$ cat config.mk
export PLATFORM = sky130hd
export DESIGN_NAME = config_chain_loader
export DESIGN_NICKNAME = d
export VERILOG_FILES = /design/src/rtl/config_chain_loader.sv
export SDC_FILE = /design/constraint.sdc
export NUM_CORES = 1
export LEC_CHECK = 0
export CAP_MARGIN = 15
export CORE_ASPECT_RATIO = 0.75
export CORE_MARGIN = 4
export CORE_UTILIZATION = 50
export CTS_CLUSTER_SIZE = 12
export DETAILED_ROUTE_END_ITERATION = 16
export PLACE_DENSITY_LB_ADDON = 0.2
export SETUP_SLACK_MARGIN = 0.15
export SYNTH_ARGS = -nofsm -noshare
export SYNTH_HDL_FRONTEND = slang
export SYNTH_SLANG_ARGS = --single-unit
$ cat constraint.sdc
create_clock -name config_clock -period 1.9 [get_ports config_clock]
set_input_delay 0.19 -clock config_clock [delete_from_list [all_inputs] [get_ports config_clock]]
set_output_delay 0.19 -clock config_clock [all_outputs]
set_load 0.02 [all_outputs]
$ cat src/rtl/config_chain_loader.sv
// Serial config-chain loader: streams bitstream words LSB-first into the tile chain, then pulses done.
// Optional readback of the old chain content is enabled with CONFIG_CHAIN_LOADER_READBACK_EN.
module config_chain_loader #(
  parameter int unsigned CHAIN_LENGTH = 240,
  parameter int unsigned WORD_WIDTH   = 8
) (
  input  logic                  config_clock,
  input  logic                  config_reset,
  input  logic                  start,
  input  logic                  clear_chain,
  input  logic [WORD_WIDTH-1:0] word_data,
  input  logic                  word_valid,
  output logic                  word_ready,
  output logic                  chain_out,
  output logic                  chain_enable,
  output logic                  chain_nreset,
  input  logic                  chain_in,
`ifdef CONFIG_CHAIN_LOADER_READBACK_EN
  output logic [WORD_WIDTH-1:0] readback_data,
  output logic                  readback_valid,
`endif
  output logic                  busy,
  output logic                  done
);

  localparam int unsigned CNT_W = $clog2(CHAIN_LENGTH + 1);
  localparam int unsigned IDX_W = $clog2(WORD_WIDTH + 1);
  localparam logic [CNT_W-1:0] LAST_CNT = CNT_W'(CHAIN_LENGTH - 1);
  localparam logic [IDX_W-1:0] LAST_IDX = IDX_W'(WORD_WIDTH - 1);

  typedef enum logic [2:0] {
    ST_IDLE,
    ST_CLEAR,
    ST_LOAD,
    ST_SHIFT,
    ST_DONE
  } state_t;

  state_t                r_state;
  logic [WORD_WIDTH-1:0] r_shreg;
  logic [IDX_W-1:0]      r_bit_idx;
  logic [CNT_W-1:0]      r_bit_cnt;
  logic                  r_chain_out;
  logic                  r_chain_enable;
  logic                  r_chain_nreset;
  logic                  r_done;
  logic                  w_last_bit;
  logic                  w_word_end;

  // The current shift edge either completes the whole chain or the current word.
  assign w_last_bit = (r_bit_cnt == LAST_CNT);
  assign w_word_end = w_last_bit || (r_bit_idx == LAST_IDX);

  always_ff @(posedge config_clock or posedge config_reset) begin
    if (config_reset) begin
      r_state        <= ST_IDLE;
      r_shreg        <= '0;
      r_bit_idx      <= '0;
      r_bit_cnt      <= '0;
      r_chain_out    <= 1'b0;
      r_chain_enable <= 1'b0;
      r_chain_nreset <= 1'b1;
      r_done         <= 1'b0;
    end else begin
      r_done         <= 1'b0;
      r_chain_nreset <= 1'b1;
      case (r_state)
        ST_IDLE: begin
          if (start) begin
            r_bit_cnt <= '0;
            if (clear_chain) begin
              r_state        <= ST_CLEAR;
              r_chain_nreset <= 1'b0;
            end else begin
              r_state <= ST_LOAD;
            end
          end
        end
        ST_CLEAR: r_state <= ST_LOAD;
        ST_LOAD: begin
          // Bit 0 goes out straight away; the rest waits in the shift register.
          if (word_valid) begin
            r_state        <= ST_SHIFT;
            r_shreg        <= word_data >> 1;
            r_chain_out    <= word_data[0];
            r_chain_enable <= 1'b1;
            r_bit_idx      <= '0;
          end
        end
        ST_SHIFT: begin
          r_bit_cnt <= r_bit_cnt + 1'b1;
          r_bit_idx <= r_bit_idx + 1'b1;
          if (w_last_bit) begin
            r_state        <= ST_DONE;
            r_chain_enable <= 1'b0;
            r_done         <= 1'b1;
          end else if (w_word_end) begin
            r_state        <= ST_LOAD;
            r_chain_enable <= 1'b0;
          end else begin
            r_chain_out <= r_shreg[0];
            r_shreg     <= r_shreg >> 1;
          end
        end
        ST_DONE: r_state <= ST_IDLE;
        default: r_state <= ST_IDLE;
      endcase
    end
  end

  assign word_ready   = (r_state == ST_LOAD);
  assign busy         = (r_state != ST_IDLE);
  assign chain_out    = r_chain_out;
  assign chain_enable = r_chain_enable;
  assign chain_nreset = r_chain_nreset;
  assign done         = r_done;

`ifdef CONFIG_CHAIN_LOADER_READBACK_EN
  logic [WORD_WIDTH-1:0] r_rb_col;
  logic [WORD_WIDTH-1:0] r_rb_data;
  logic                  r_rb_valid;
  logic [WORD_WIDTH-1:0] w_rb_next;

  // Collector position tracks bit_idx, so a partial last word stays zero-filled above.
  assign w_rb_next = r_rb_col | (WORD_WIDTH'(chain_in) << r_bit_idx);

  always_ff @(posedge config_clock or posedge config_reset) begin
    if (config_reset) begin
      r_rb_col   <= '0;
      r_rb_data  <= '0;
      r_rb_valid <= 1'b0;
    end else begin
      r_rb_valid <= 1'b0;
      if (r_chain_enable) begin
        if (w_word_end) begin
          r_rb_data  <= w_rb_next;
          r_rb_valid <= 1'b1;
          r_rb_col   <= '0;
        end else begin
          r_rb_col <= w_rb_next;
        end
      end
    end
  end

  assign readback_data  = r_rb_data;
  assign readback_valid = r_rb_valid;
`else
  logic w_unused_chain_in;
  assign w_unused_chain_in = chain_in;
`endif

endmodule

# Word-level counts from Yosys, hierarchy flattened
# Index checks and enable logic that the tools add are counted.
# op_classes
n_addsub	2
n_reduce_logical	10
mux	27
eq_ne	10
# ops
op	n
$mux 8	4
$pmux 8 s2	2
$mux 3	4
$pmux 3 s4	1
$mux 1	11
$add 8x1->8 const B	1
$eq 8x8->1 const B	1
$ne 2x2->1 const B	4
$pmux 4 s2	1
$eq 3x2->1 const B	2
$reduce_and 3->1	2
$add 4x1->4 const B	1
$eq 4x3->1 const B	1
$mux 4	1
$pmux 1 s2	2
$reduce_and 2->1	2
$reduce_and 4->1	1
$reduce_bool 2->1	2
$eq 3x1->1 const B	1
$logic_not 3->1	1
$ne 3x3->1 const B	1
$reduce_bool 3->1	1
$mux 2	1
$logic_or 1x1->1	1
# totals
output_inout_bits	6
word_cells	57
in_bits	14
ff_bits	27

# Depth between registers and ports, before layout
# logic_depth
word_depth	5
ltp_mapped	6
depth_no_buf	5

# Least setup slack after synthesis
# No wires, ideal clock.
# synth_path
kind	register -> register
from	reg r_bit_cnt[0]
to	reg r_chain_out (netlist: chain_out)
required_ns	1.775
setup_time_ns	0.125
path_stages_with_launch	6
path_buffers	0
setup_slack_ns	0.309
period_less_slack_ns	1.591
t_arrival_ns	1.467
path_cell_list	dfrtp_1 ha_1 nand3_1 o211ai_2 a21oi_4 mux2_2
# synth_between
elab_chain_len	4
elab_cells_between_ends	5
classes_between	eq/ne (3); reduce/logical (2)
# synth_lines
item	line	source
start: declaration	42	logic [CNT_W-1:0] r_bit_cnt;
start signal: assignment	91	r_bit_cnt <= r_bit_cnt + 1'b1;
$eq 8x8->1 *	51	assign w_last_bit = (r_bit_cnt == LAST_CNT);
$logic_or 1x1->1	52	assign w_word_end = w_last_bit || (r_bit_idx == LAST_IDX);
$ne 2x2->1 (no line)	-	
$reduce_and 4->1 (no line) *	-	
end signal: assignment	85	r_chain_out <= word_data[0];
end signal: assignment	101	r_chain_out <= r_shreg[0];
end: declaration	43	logic r_chain_out;
# Mark *: on every way between the ends. The rest lies on a longest branch, timed or not.
# A chain may end at the register's enable or synchronous reset.

# Final worst setup path
# Ends and elaborated chain as after synthesis.

==> flow_summary.yaml <==
grt:
  grt_max_degree: 27
  grt_pass1_vias: 948
  antenna_found_initial: 0
  grt_overflow: 0
  grt_pass1_wl_um: 4400
  grt_usage: 0.167
floorplanning:
  io_pins: 20
  core_um2: 2420
  die_width_um: 67.6
  die-height_um: 52.7
  rows: 15
  die_area_um2: 3560
  initial_utilization: 0.550
detailed_routing:
  wl_per_cell_um: 14.4
  ant_nets: 0
  first_iter_violations: 30
  via_per_inst: 5.53
  first_pass_iters: 4
  dr_total_vias: 1006
  drc: 0
  routed_wl_um: 2610
timing:
  rsz0062_at_grt: "false"
  finalHoldViolations: 0
  setup_slack_ps: 245
  setup_viol: 0
  finalSetupTns_ps: 0
  max_freq_ghz: 0.604
  fin_crit_sh: 0.871
  min_period_ps: 1650
  slew_headroom: 0.701
  tightest_slew_ps: 444
  clock_skew_ps: 7.20
  finalMaxSlewViolations: 0
run_status:
  status: "completed"
placed_design:
  dpl_cell_area_um2: 1550
  dp_hpwl_um: 1870
  pre_cts_slack_ps: 126
  port_buffers: 18
  place_congestion: 0.782
yosys:
  synth_fa_ha_area_frac: 0.0188
  syn_area_um2: 1330
  yosysMostFrequentCell: "dfrtp_1"
  ys_warn_count: 0
  synth_area_leader_cell: "dfrtp_1"
  synth_seq_cells: 26
  synth_flop_cell: "dfrtp_1"
  synth_xor_area_frac: 0.00657
  yosysSeqAreaShare: 0.489
  synth_area_per_cell_um2: 10.9
  synthSimpleGateAreaFrac: 0.164
  synth_compound_area_frac: 0.135
  synth_mux_area_frac: 0.146
  synth.distinct_cells: 37
  synth_cells: 122
  synth_edf_count: 0
  synth_top_family_by_area: "simple AND/OR/NAND/NOR gates"
  ys_async_sr_fraction: 1.00
  ys_top_cells_by_count: "25 x dfrtp_1, 12 x mux2_2, 11 x nand2_1"
  syn-num-nets: 138
  yosysTopAreaCellShare: 0.469
  yosys-top-cells-area: "dfrtp_1 47%, mux2_2 10%, nand2_1 3.1%"
power_and_ir_drop:
  vdd_drop_max_mv: 0.729
  p_per_area_nw_per_um2: 1320
  power_mw: 2.15
  leakage_nw: 0.722
clock_network:
  cts_made_buffers: 3
  htreeDepth: 1
  cts_hold_buf: 0
  clk_latency_ps: 320
  cts_tree: "done"
  clkTransAtPathRegs_ps: 140
  cts_max_path_buffers: 2
  cts_sinks: 26
  root_buffer: "clkbuf_4"
critical_path:
  cp-start-kind: "flop"
  max_stage_delay_ps: 440
  path_delay_family: "flip-flops"
  r2r_end: "chain_out$_DFFE_PP0P_"
  r2r_cells: 6
  cp-end-kind: "flop"
  r2r-start: "r_bit_cnt[0]$_DFFE_PP0P_"
  cpMaxStageDelayCell: "dfrtp_1"
  required_ps: 2120
  worstPathMaxFanout: 7
  worst-setup-path-type: "reg2reg"
  cp.arrival_ps: 1870
  r2r_slack_ps: 250
  cp_num_buf_inv: 1
  cp_cell_sequence: "ha_2, nand3_2, o211ai_2, a21oi_4, buf_12, mux2_2"
finish:
  drive_gt1_frac: 0.236
  final_nets: 165
  final_util: 0.672
  syn2layout_area_growth_pct: 22.2
  diodes: 0
  stdcell_area_um2: 1630
run:
  drv_cap: 0
worst_hold_path:
  hold_class: "in2async"
-- repair_timing --
| item | CTS | global route |
|---|---|---|
| endpoints found under the setup margin | 9 | 7 |
| pin swaps | 1 | 1 |
| setup buffers | 1 | 2 |
| resized for setup | 5 | 3 |
-- cells by family (layout without fill, tap and decap cells) --
kind of cell / Yosys count / count (layout)
DFF: 26 / 26
adders and majority gates: 2 / 2
buffers and inverters: 8 / 34
and+or+nand+nor: 42 / 42
xor gates and xnor gates: 1 / 1
AOI/OAI and AO/OA: 26 / 26
muxes: 17 / 17
-- placed cells by master (no fill, tap or decap), drive strengths merged, types with 2 or more instances in the layout --
cell type | synthesis | layout
inv | 5 | 5
ha | 2 | 2
clkbuf | 0 | 4
nand3 | 7 | 7
dfrtp | 25 | 25
clkdlybuf4s50 | 0 | 16
nand3b | 2 | 2
nor3 | 4 | 4
a21oi | 6 | 6
mux2 | 14 | 14
nor2b | 2 | 2
o21ai | 9 | 9
nor2 | 9 | 9
buf | 3 | 7
a22o | 3 | 3
mux2i | 3 | 3
nand2 | 11 | 11
dlygate4sd2 | 0 | 2
-- worst max path at each step --
stage,start,to,slack [ps],cells after the start
floorplan,r_bit_cnt[0]$_DFFE_PP0P_,chain_out$_DFFE_PP0P_,310,5
global placement,r_bit_idx[0]$_DFFE_PP0P_,r_shreg[5]$_DFFE_PP0P_,170,5
detailed placement,r_bit_idx[0]$_DFFE_PP0P_,r_shreg[4]$_DFFE_PP0P_,130,5
CTS,r_bit_idx[0]$_DFFE_PP0P_,chain_out$_DFFE_PP0P_,190,6
global route,r_bit_cnt[0]$_DFFE_PP0P_,chain_out$_DFFE_PP0P_,150,6
finish,r_bit_cnt[0]$_DFFE_PP0P_,chain_out$_DFFE_PP0P_,250,6
-- state kept, by name (all words and copies together), names as in the netlist --
name,flops
r_bit_cnt,8
r_shreg,7
r_bit_idx,4
r_state,3
chain_enable,1
chain_nreset,1
chain_out,1
done,1
-- where the power goes --
part | leakage (nW) | switching, mW | internal, mW
sequential | 0.317 | 0.194 | 0.761
combinational | 0.390 | 0.410 | 0.541
clock | 0.0150 | 0.158 | 0.0822
-- worst min-delay path, delay by kind of cell --
kind     cells  cell delay, ps
buf+inv      3             750
-- per-stage QoR --
stage	hold slack (ps)	cells
2_1_floorplan	229	122
3_3_place_gp	477	175
3_5_place_dp	493	175
4_1_cts	206	180
5_1_grt	210	182
6_report	198	182
-- area by class of cell --
type | count | area [um^2]
Clock buffer | 4 | 26.3
Multi-Input combinational cell | 88 | 643
Tap cell | 34 | 42.5
Timing Repair Buffer | 25 | 243
Fill cell | 199 | 793
Inverter | 5 | 18.8
Sequential cell | 26 | 654
-- layer usage --
layer,track usage,part of all wire,vias to the layer above
li1,-,-,489
met2,0.254,0.46,28
met1,0.238,0.46,487
met4,0.0202,0.0046,0
met3,0.0515,0.067,2
met5,0,0,-
Note: power is estimated with default switching activity, not from simulation.
